### src/rtl/truth_table_prober_pkg.sv
// Shared types and constants for the truth-table prober.
//   prober_state_t        : controller states (IDLE, SETTLE, FINISH)
//   DEFAULT_SETTLE_CYCLES : default extra hold cycles per probe vector
//   CNT_W                 : width of the settle counter (settle range 0..255)
//   tt_width(n)           : truth-table width for an n-input device, 2**n
package truth_table_prober_pkg;

    typedef enum logic [1:0] {
        IDLE   = 2'd0,
        SETTLE = 2'd1,
        FINISH = 2'd2
    } prober_state_t;

    localparam int DEFAULT_SETTLE_CYCLES = 4;
    localparam int CNT_W                 = 8;

    function automatic int tt_width(input int n);
        return 1 << n;
    endfunction

endpackage

### src/rtl/prober_settle_timer.sv
// Per-vector settle counter for the truth-table prober.
// Ports:
//   clk      in  : clock, rising edge
//   rst_n    in  : synchronous active-low reset, clears the count
//   clear    in  : restart the count at zero (wins over enable)
//   enable   in  : advance the count by one
//   limit    in  : count value at which the current vector is sampled
//   at_limit out : count equals limit
module prober_settle_timer
    import truth_table_prober_pkg::*;
(
    input  logic             clk,
    input  logic             rst_n,
    input  logic             clear,
    input  logic             enable,
    input  logic [CNT_W-1:0] limit,
    output logic             at_limit
);

    logic [CNT_W-1:0] cnt_reg;

    always_ff @(posedge clk) begin
        if (!rst_n) begin
            cnt_reg <= '0;
        end else if (clear) begin
            cnt_reg <= '0;
        end else if (enable) begin
            cnt_reg <= cnt_reg + CNT_W'(1);
        end
    end

    assign at_limit = (cnt_reg == limit);

endmodule

### src/rtl/truth_table_prober.sv
// Sequential characterizer for a small combinational device (DUC).
// Walks probe_in through all 2**N_IN vectors, holds each for
// SETTLE_CYCLES+1 cycles, samples probe_out on the last edge of each
// vector, assembles the truth table and compares it to the expected value
// captured when the run was accepted.
// Ports:
//   clk         in  : clock, rising edge
//   rst_n       in  : synchronous active-low reset (aborts a run, no done)
//   start       in  : request a run, accepted only while idle
//   expected    in  : expected truth table, captured on the accepted start
//   probe_in    out : vector driven to the DUC (MSB = in1)
//   probe_out   in  : DUC output, synchronous to clk
//   busy        out : high from accepted start through the final sample edge
//   done        out : one-cycle pulse, truth_table/match valid with it
//   truth_table out : bit i = probe_out sampled while probe_in == i
//   match       out : truth_table equals the captured expected value
module truth_table_prober
    import truth_table_prober_pkg::*;
#(
    parameter int N_IN          = 3,
    parameter int SETTLE_CYCLES = DEFAULT_SETTLE_CYCLES,
    localparam int TT_W         = tt_width(N_IN)
) (
    input  logic            clk,
    input  logic            rst_n,
    input  logic            start,
    input  logic [TT_W-1:0] expected,
    output logic [N_IN-1:0] probe_in,
    input  logic            probe_out,
    output logic            busy,
    output logic            done,
    output logic [TT_W-1:0] truth_table,
    output logic            match
);

    localparam logic [CNT_W-1:0] SETTLE_LIMIT = CNT_W'(SETTLE_CYCLES);
    localparam logic [N_IN-1:0]  IDX_LAST     = N_IN'(TT_W - 1);
    localparam logic [N_IN-1:0]  IDX_ONE      = N_IN'(1);

    prober_state_t   state_reg;
    logic [N_IN-1:0] idx_reg;
    logic [TT_W-1:0] tt_reg;
    logic [TT_W-1:0] exp_reg;
    logic [TT_W-1:0] tt_assembled;
    logic            at_limit;
    logic            timer_clear;
    logic            timer_enable;

    // The counter restarts when a run is accepted and on every sample edge,
    // so each vector sees exactly SETTLE_CYCLES+1 edges.
    assign timer_enable = (state_reg == SETTLE);
    assign timer_clear  = ((state_reg == IDLE) && start) ||
                          ((state_reg == SETTLE) && at_limit);

    prober_settle_timer u_settle_timer (
        .clk      (clk),
        .rst_n    (rst_n),
        .clear    (timer_clear),
        .enable   (timer_enable),
        .limit    (SETTLE_LIMIT),
        .at_limit (at_limit)
    );

    // Collected bits with the live probe_out merged into the current slot,
    // so the final result can include the bit sampled on the last edge.
    generate
        for (genvar gi = 0; gi < TT_W; gi++) begin : g_assemble
            assign tt_assembled[gi] = (idx_reg == N_IN'(gi)) ? probe_out : tt_reg[gi];
        end
    endgenerate

    always_ff @(posedge clk) begin
        if (!rst_n) begin
            state_reg   <= IDLE;
            idx_reg     <= '0;
            tt_reg      <= '0;
            exp_reg     <= '0;
            probe_in    <= '0;
            busy        <= 1'b0;
            done        <= 1'b0;
            truth_table <= '0;
            match       <= 1'b0;
        end else begin
            done <= 1'b0;
            case (state_reg)
                IDLE: begin
                    if (start) begin
                        exp_reg   <= expected;
                        idx_reg   <= '0;
                        tt_reg    <= '0;
                        probe_in  <= '0;
                        busy      <= 1'b1;
                        state_reg <= SETTLE;
                    end
                end
                SETTLE: begin
                    if (at_limit) begin
                        tt_reg <= tt_assembled;
                        if (idx_reg != IDX_LAST) begin
                            idx_reg  <= idx_reg + IDX_ONE;
                            probe_in <= idx_reg + IDX_ONE;
                        end else begin
                            truth_table <= tt_assembled;
                            match       <= (tt_assembled == exp_reg);
                            done        <= 1'b1;
                            busy        <= 1'b0;
                            probe_in    <= '0;
                            state_reg   <= FINISH;
                        end
                    end
                end
                FINISH: begin
                    // Single cover cycle for the done pulse; start is not
                    // looked at here.
                    state_reg <= IDLE;
                end
                default: begin
                    state_reg <= IDLE;
                end
            endcase
        end
    end

endmodule

### config.mk
export PLATFORM = sky130hd
export DESIGN_NAME = truth_table_prober
export DESIGN_NICKNAME = d
export VERILOG_FILES = /design/src/rtl/truth_table_prober_pkg.sv /design/src/rtl/prober_settle_timer.sv /design/src/rtl/truth_table_prober.sv
export SDC_FILE = /design/constraint.sdc
export NUM_CORES = 1
export LEC_CHECK = 0
export BUFFER_PORTS_ARGS = -buffer_cell sky130_fd_sc_hd__buf_4
export CAP_MARGIN = 25
export CORE_MARGIN = 2
export CORE_UTILIZATION = 35
export CTS_CLUSTER_DIAMETER = 80
export CTS_CLUSTER_SIZE = 14
export DETAILED_ROUTE_END_ITERATION = 10
export PLACE_DENSITY = 0.5
export SKIP_LAST_GASP = 1
export SLEW_MARGIN = 20
export SYNTH_ARGS = -nofsm -noshare
export SYNTH_HDL_FRONTEND = slang
export SYNTH_SLANG_ARGS = --single-unit
### constraint.sdc
create_clock -name clk -period 2 [get_ports clk]
set_input_delay 0.3 -clock clk [delete_from_list [all_inputs] [get_ports clk]]
set_output_delay 0.3 -clock clk [all_outputs]
set_load 0.005 [all_outputs]
==> run metrics <==
Yosys reg bits 43; area of the core region 0.00554 mm2; antenna cell count 0; post-synthesis sequential area ratio 42.7%; maximum number of buffers from clock root to sink 2; Total Wirelength 4580 um; number of port buffers 25; initial standard-cell utilization of the core 36.4%; Die Wd 79.9 um; Async S/R FF share, synth 0%; highest clock rate 0.559 GHz; cell type with the largest total area after synthesis sky130_fd_sc_hd__dfxtp_1; Combinational Power Share roughly 8.6%; max_slew headroom 75.3%; EDFF count, synth 0; drt drc 0; mean instance size in the synthesized netlist 8.41 um2; final worst path period share between 80% and 90%; Total GRT Usage 15.8%; startpoint type of the worst setup path flip-flop; number of top-level pins 26; drt initial violations 116; antenna violations before repair 0; placed wire-length estimate 3370 um; Critical Path RT 2210 ps; CTS tree done; number of max-slew violations in the final report 0; clock power share 33.5%; transition time at the pin with the least slew margin roughly 370 ps; number of distinct library cells after synthesis 38; core utilization of the finished layout 43.9%; ANT nets after route 0; crit path max fanout 5; clock tree sinks 43; hold buffer count at CTS 0; clock skew after layout between 6 and 7 ps; via count 1701; number of instances in the synthesized netlist 240; maximum number of pins on one net before global-route repair 22; cell area after synthesis 0.00202 mm2; result of the run complete, no violations; YS warnings 0; Commonest cells post-synth 43 x sky130_fd_sc_hd__dfxtp_1, 34 x sky130_fd_sc_hd__nand2_1, 26 x sky130_fd_sc_hd__nor2_1, 21 x sky130_fd_sc_hd__a21oi_1; clock slew at the register clock pins of the worst setup and hold paths 70 ps; die area between 0.006 and 0.007 mm2; via-per-instance ratio 4.93; total overflow reported by the global router 0; Worst Setup End Kind flip-flop; Initial DRT Pass Iterations 4; type of the setup path with the least slack reg -> reg; most instantiated library cell after synthesis sky130_fd_sc_hd__dfxtp_1; Crit path arrival time ~2000 ps; power per unit of standard cell area between 600 and 700 mW/mm2; slowest CP cell sky130_fd_sc_hd__dfxtp_1; Finish-stage setup viols 0; setup total negative slack 0 ps; Avg WL per Cell ~13 um; via count of the first global-routing pass 1576; cell internal power dissipation 1.16 mW; Die Ht around 80 um; growth of design area from synthesis to finish 20.4%; number of non-filler instances in the completed layout between 300 and 400; Num CTS Buffers 5; top-area cell type share of the netlist area 42.7%; final period demand of the worst path 1790 ps; cell-by-cell trace of the critical path inv_1 -> ha_1 -> nor2b_1 -> mux2i_2 -> xor2_1 -> nand2_1 -> o32ai_1; first-pass GRT wire length 7620 um; proportion of layout cells with a drive suffix above 1 about 17%; count of H-tree levels built during CTS 2; Clock Latency Late Sink roughly 300 ps; Net Switching 0.363 mW; weighted congestion reported at the end of routability-driven placement 0.838; Max VDD drop 290 uV; type of the worst min-delay path in -> reg; main flop type after synthesis sky130_fd_sc_hd__dfxtp_1; cell at the root of the clock tree sky130_fd_sc_hd__clkbuf_8; number of nets produced by synthesis 260; total leakage power roughly 0.97 nW; dpl cells 338; fraction of power spent switching nets approximately a quarter; cell row count 27; RSZ-0062 raised after global routing false; max-capacitance violation count 0; sequential group share of total power just under 60%; top cells by area in the synthesized netlist sky130_fd_sc_hd__dfxtp_1 43%, sky130_fd_sc_hd__nand2_1 6.3%, sky130_fd_sc_hd__xor2_1 6.1%, sky130_fd_sc_hd__a21oi_1 5.2%, sky130_fd_sc_hd__ha_1 5.0%; fin nets 294; largest stage delay on the critical path between 300 and 400 ps; final-report hold violation count 0
-- cells in the final DEF (no fill, tap or decap), drive strengths merged, types with 2 or more instances in the layout --
| cell | netlist | routed |
|---|---|---|
| nor2 | 26 | 26 |
| nor3b | 2 | 2 |
| clkbuf | 3 | 6 |
| nand2b | 11 | 11 |
| mux2i | 5 | 5 |
| a311oi | 4 | 4 |
| xor2 | 14 | 14 |
| o21ai | 14 | 14 |
| and4 | 2 | 2 |
| a21oi | 21 | 21 |
| inv | 8 | 8 |
| ha | 8 | 8 |
| a31oi | 3 | 3 |
| buf | 7 | 37 |
| nand4 | 3 | 3 |
| nor2b | 4 | 4 |
| a211oi | 3 | 3 |
| nand3 | 8 | 8 |
| dfxtp | 43 | 43 |
| nand2 | 35 | 35 |
| and2 | 3 | 3 |
-- cell type report --
cell class	count	area, um2
Clock buffer	6	72.6
Fill cell	583	3110
Inverter	8	30.0
Multi-Input combinational cell	179	1090
Sequential cell	43	861
Tap cell	72	90.1
Timing Repair Buffer	37	290
-- routing by layer --
metal	wire (um)	vias up	track usage, %	share of wire (%)
met5	0	-	0	0
met4	65	0	6.61	1.4
met3	199	6	3.96	4.3
met2	1860	30	22.1	41
met1	2460	780	22.9	54
li1	-	885	-	-
-- power by group through the flow --
stage	combinational [mW]	clock (mW)	sequential (mW)
floorplan	0.0802	0	0.901
global placement	0.133	0	0.905
detailed placement	0.133	0	0.905
CTS	0.133	0.539	0.884
global route	0.148	0.561	0.887
finish	0.131	0.510	0.884
-- timing repair --
action                                  CTS  global route
setup buffers                             0             1
endpoints found under the setup margin    0             2
endpoints found under the hold margin     0             0
gates resized for setup                   0             2
-- worst max-delay path, delay by kind of cell (launching register included) --
| family | cells | cell delay, ps |
|---|---|---|
| mux | 1 | 310 |
| flops | 1 | 350 |
| compound gates | 1 | 250 |
| buf+inv | 1 | 90 |
| xor+xnor | 1 | 170 |
| fa+ha+maj | 1 | 250 |
| simple gates | 2 | 280 |
-- worst paths after layout --
check	startpoint	slack, ps	cells after the start	endpoint
worst max-delay path	idx_reg[0]	210	7	match
worst min-delay path	expected[0]	250	3	exp_reg[0]
worst max register to register	idx_reg[0]	210	7	match
worst min register to register	probe_in[1]	470	2	probe_in[1]
-- logic make-up (layout without fill, tap and decap cells) --
kind of cell,Yosys count,count (layout),share of synthesized area [%]
flip-flops,43,43,42.7
adder cells (fa/ha/maj),8,8,4.96
multiplexers,5,5,2.48
AO/OA/AOI/OAI,51,51,15.0
buffers and inverters,18,51,3.78
AND/OR/NAND/NOR,100,100,24.6
XOR/XNOR,15,15,6.51
-- metrics by stage --
stage / power [mW] / area [um2] / hold slack (ps) / setup slack, ps
2_1_floorplan: 0.982 / 2020 / 422 / 388
3_3_place_gp: 1.04 / 2340 / 434 / 193
3_5_place_dp: 1.04 / 2340 / 441 / 183
4_1_cts: 1.56 / 2420 / 240 / 167
5_1_grt: 1.60 / 2430 / 250 / 4.36
6_report: 1.53 / 2430 / 251 / 212
Note: power is estimated with default switching activity, not from simulation.
